**src/rtl/uart_tx.sv**
```systemverilog
// UART transmitter: start bit, DATA_WIDTH data bits LSB first, optional parity, one stop bit.
// Frame settings are captured on accept so input changes never disturb a frame in flight.
module uart_tx #(
  parameter int DATA_WIDTH = 8
) (
  input  logic                  TX_CLK,
  input  logic                  TX_RST,
  input  logic [DATA_WIDTH-1:0] P_DATA,
  input  logic                  DATA_VALID,
  input  logic                  PAR_EN,
  input  logic                  PAR_TYP,
  input  logic [5:0]            Prescale,
  output logic                  TX_OUT,
  output logic                  Busy,
  output logic [2:0]            state_dbg
);

  localparam int BW = (DATA_WIDTH > 1) ? $clog2(DATA_WIDTH) : 1;
  localparam logic [BW-1:0] LAST_BIT = BW'(DATA_WIDTH - 1);

  typedef enum logic [2:0] {
    S_IDLE   = 3'd0,
    S_START  = 3'd1,
    S_DATA   = 3'd2,
    S_PARITY = 3'd3,
    S_STOP   = 3'd4
  } state_t;

  state_t                state_q;
  state_t                state_d;
  logic [4:0]            edge_cnt_q;
  logic [BW-1:0]         bit_cnt_q;
  logic [DATA_WIDTH-1:0] data_q;
  logic                  par_en_q;
  logic                  par_typ_q;
  logic [5:0]            presc_q;

  logic accept;
  logic bit_wrap;
  logic last_bit;
  logic active;
  logic parity_bit;

  // Handshake: DATA_VALID is a request with no ready; it is taken on a rising
  // edge only while the block is in IDLE (Busy=0), otherwise it is dropped.
  assign accept     = (state_q == S_IDLE) && DATA_VALID;
  assign bit_wrap   = ({1'b0, edge_cnt_q} == (presc_q - 6'd1));
  assign last_bit   = (bit_cnt_q == LAST_BIT);
  assign active     = (state_q == S_START) || (state_q == S_DATA) ||
                      (state_q == S_PARITY) || (state_q == S_STOP);
  assign parity_bit = (^data_q) ^ par_typ_q;

  always_ff @(posedge TX_CLK or negedge TX_RST) begin
    if (!TX_RST) begin
      state_q <= S_IDLE;
    end else begin
      state_q <= state_d;
    end
  end

  always_comb begin
    state_d = state_q;
    case (state_q)
      S_IDLE:   if (DATA_VALID) state_d = S_START;
      S_START:  if (bit_wrap) state_d = S_DATA;
      S_DATA:   if (bit_wrap && last_bit) state_d = par_en_q ? S_PARITY : S_STOP;
      S_PARITY: if (bit_wrap) state_d = S_STOP;
      S_STOP:   if (bit_wrap) state_d = S_IDLE;
      default:  state_d = S_IDLE;
    endcase
  end

  // Edge counter spans one bit period; bit counter advances on each data-bit wrap.
  always_ff @(posedge TX_CLK or negedge TX_RST) begin
    if (!TX_RST) begin
      edge_cnt_q <= '0;
      bit_cnt_q  <= '0;
    end else begin
      if (active && !bit_wrap) begin
        edge_cnt_q <= edge_cnt_q + 5'd1;
      end else begin
        edge_cnt_q <= '0;
      end
      if (state_q != S_DATA) begin
        bit_cnt_q <= '0;
      end else if (bit_wrap) begin
        bit_cnt_q <= last_bit ? '0 : bit_cnt_q + 1'b1;
      end
    end
  end

  always_ff @(posedge TX_CLK or negedge TX_RST) begin
    if (!TX_RST) begin
      data_q    <= '0;
      par_en_q  <= 1'b0;
      par_typ_q <= 1'b0;
      presc_q   <= '0;
    end else if (accept) begin
      data_q    <= P_DATA;
      par_en_q  <= PAR_EN;
      par_typ_q <= PAR_TYP;
      presc_q   <= Prescale;
    end
  end

  // Outputs decode registered state only; no input reaches them combinationally.
  always_comb begin
    TX_OUT = 1'b1;
    case (state_q)
      S_START:  TX_OUT = 1'b0;
      S_DATA:   TX_OUT = data_q[bit_cnt_q];
      S_PARITY: TX_OUT = parity_bit;
      default:  TX_OUT = 1'b1;
    endcase
  end

  assign Busy      = (state_q != S_IDLE);
  assign state_dbg = state_q;

endmodule
```
**config.mk**
```make
export PLATFORM = sky130hd
export DESIGN_NAME = uart_tx
export DESIGN_NICKNAME = d
export VERILOG_FILES = /design/src/rtl/uart_tx.sv
export SDC_FILE = /design/constraint.sdc
export NUM_CORES = 1
export LEC_CHECK = 0
export ABC_AREA = 1
export CORE_MARGIN = 5
export CORE_UTILIZATION = 57
export DETAILED_ROUTE_END_ITERATION = 10
export PLACE_DENSITY_LB_ADDON = 0.3
export SLEW_MARGIN = 40
export SYNTH_ARGS = -nofsm -noshare
export SYNTH_HDL_FRONTEND = slang
export SYNTH_SLANG_ARGS = --single-unit
```
**constraint.sdc**
```tcl
create_clock -name TX_CLK -period 3.95 [get_ports TX_CLK]
set_input_delay 0.5925 -clock TX_CLK [delete_from_list [all_inputs] [get_ports TX_CLK]]
set_output_delay 0.5925 -clock TX_CLK [all_outputs]
set_load 0.1 [all_outputs]
```
==> flow_summary.yaml <==
clocking:
  cts.clk_slew.worst_paths_ns: 0.14
  ctsHoldBuffers: 0
  cts_tree: "yes"
  clock_sinks: 27
  post_cts_resized: 0
  htree_levels: 1
  clk_path_buf_depth: 2
  cts_buffers: 3
  clk-insertion-delay-late_ns: 0.33
  post_cts_buffers: 0
  clock_tree.root_cell: "clkbuf_4"
worst_setup_path:
  arrival_ns: 1.85
  cp-endpoint: "TX_OUT"
  critPathCaptureType: "output pin"
  crit_slowest_cell: "dfrtp_1"
  worstSetupPathType: "flip-flop to output pin"
  rrSetupSlack_ns: 2.24
  path_max_fanout: 3
  cp_top_family: "flip-flops"
  path_cells: "xnor2_1 > xor2_1 > inv_1 > nand2_1 > nand2_1 > nand2_1 > nand3_1 > nand2_1 > buf_4"
  critical_path_required_ns: 3.36
  startpoint_type: "flip-flop"
  cp_num_buf_inv: 2
  cp.depth: 9
  cp-startpoint: "data_q[7]"
  r2r_end: "state_dbg[1]"
  reg2regPathDepth: 13
  timing.rr.start: "presc_q[0]"
  critPathMaxStageDelay_ns: 0.43
  critPathMostFrequentCell: "nand2_1"
sta:
  setup_viol: 0
  slew_violations: 0
  period_share: 0.6191
  finClkSkew_ns: 0.002997
  finalHoldViolations: 0
  slew_headroom: 0.6737
  tightest_slew_ns: 0.4889
  fmax_mhz: 409.0
  final.setup.tns_ns: 0
  grt_setup_unrepaired: "no"
  fin_crit_ns: 2.445
  fin_hold_ws_ns: 0.5454
  fin_ws_ns: 1.505
synthesis:
  synthDistinctLibCells: 29
  synth_cells: 185
  syn_avg_cell_area_um2: 8.413
  synth.area.top_cells: "dfrtp_1 (43%), nand2_1 (8.0%), mux2_2 (6.5%)"
  syn_area_um2: 1556
  synthArstFlopShare: 1.000
  netlist.area_leader.share: 0.4341
  ys_warn_count: 0
  netlist_top_cells_count: "nand2_1 (33), dfrtp_1 (27), nor2_1 (24)"
  yosysMostFrequentCell: "nand2_1"
  yosysSeqAreaShare: 0.4341
  synth_seq_cells: 27
  synth_fp_nets: 208
  synth_edf_count: 0
  synth_top_cell_by_area: "dfrtp_1"
  ys.flop_type: "dfrtp_1"
floorplanning:
  ios: 24
  core_area_um2: 2686
  fp.dieW_um: 62.26
  design.die.area_um2: 3876
  die_h_um: 62.26
  initial_utilization: 0.5794
  row_count: 19
grt:
  grt_max_degree: 28
  grtUsageTotal: 0.1686
  antenna_found_initial: 0
  grt_overflow: 0
  first_global_vias: 1311
  grt_pass1_wl_mm: 5.430
routing:
  wl_mm: 3.100
  drtPass1Iterations: 4
  highest_layer: "met4"
  drt-initial-drc-count: 42
  met1_length_mm: 1.293
  wl_per_cell_um: 12.81
  dr_wl_met2_mm: 1.604
  drc: 0
  vias: 1322
  vias_per_cell: 5.463
  final_antenna_net_count: 0
  wl_met3_um: 119
power_and_ir_drop:
  cellPowerDensity_nw_per_um2: 889.1
  p_leak_uw: 0.0008892
  vdd_drop_max_uv: 790.7
  finalPower_uw: 1625
layout:
  diodes: 0
  nets: 235
  drive_above_1_share: 0.1611
  final_cells: 242
  area.growth.synth_to_final_pct: 17.44
placed_design:
  dp_slack_ns: 1.848
  routabilityCongestion: 0.8898
  portBuffers: 23
  hpwl_mm: 2.440
  dp.cells: 238
worst_hold_path:
  timing.hold.worst.class: "flip-flop to flip-flop"
run:
  maxCapViolations: 0
run_status:
  status: "completed"
[placed cells by master, fill, tap and decap left out, types with 2 or more instances in the layout]
cell type	instances
nand2_2	2
o21ai_1	2
ha_1	4
buf_2	4
a21oi_1	7
clkdlybuf4s50_1	18
xor2_1	4
o21ai_0	8
dfrtp_1	27
o211ai_1	2
buf_4	2
xnor2_1	5
inv_1	20
nand3b_1	2
mux2_2	9
nand3_1	12
nand2_1	33
nor2_2	4
clkbuf_4	3
nand2_4	2
inv_2	3
nand3_2	2
nand4_1	4
nor2_1	24
[power breakdown]
part           switching, uW  internal [uW]
clock network           79.0           39.7
registers                108            390
logic                    673            337
[cell families after synthesis]
logic type / synth area share
XOR/XNOR: 0.05064
buffers and inverters: 0.06109
adder cells (fa/ha/maj): 0.03216
AND/OR/NAND/NOR: 0.2757
flip-flops: 0.4341
multiplexers: 0.07235
AO/OA/AOI/OAI: 0.07395
[stage by stage]
stage,instance area (um^2),util
after floorplan,1556,-
after global placement,1822,0.6782
after detailed placement,1802,0.6707
after CTS,1828,0.6805
after global routing,1828,0.6805
final,1828,0.6805
[registers in the layout, summed over array words and instances (netlist names)]
name        flops
bit_cnt_q       3
par_typ_q       1
edge_cnt_q      5
par_en_q        1
state_dbg       3
presc_q         6
data_q          8
[per-layer routing]
metal | GRT usage | up-vias
met1 | 0.1863 | 623
met3 | 0.04144 | 9
met4 | 0.09019 | 0
li1 | - | 656
met2 | 0.2940 | 34
met5 | 0 | -
[layout make-up]
cell class / count / area, um^2
Fill cell: 246 / 858.3
Timing Repair Buffer: 24 / 215.2
Multi-Input combinational cell: 133 / 785.8
Tap cell: 31 / 38.79
Sequential cell: 27 / 675.6
Clock buffer: 4 / 26.28
Inverter: 23 / 86.33
[how the worst min path moves through the flow]
stage / startpoint / endpoint / slack, ns / cells past startpoint
finish: edge_cnt_q[0] / edge_cnt_q[0] / 0.55 / 1
global route: edge_cnt_q[0] / edge_cnt_q[0] / 0.58 / 1
CTS: edge_cnt_q[0] / edge_cnt_q[0] / 0.55 / 1
detailed placement: par_typ_q / par_typ_q / 0.53 / 1
global placement: edge_cnt_q[0] / edge_cnt_q[0] / 0.50 / 1
floorplan: TX_RST / bit_cnt_q[0] / 0.30 / 0
No activity file was read; power rests on OpenSTA's default activity.
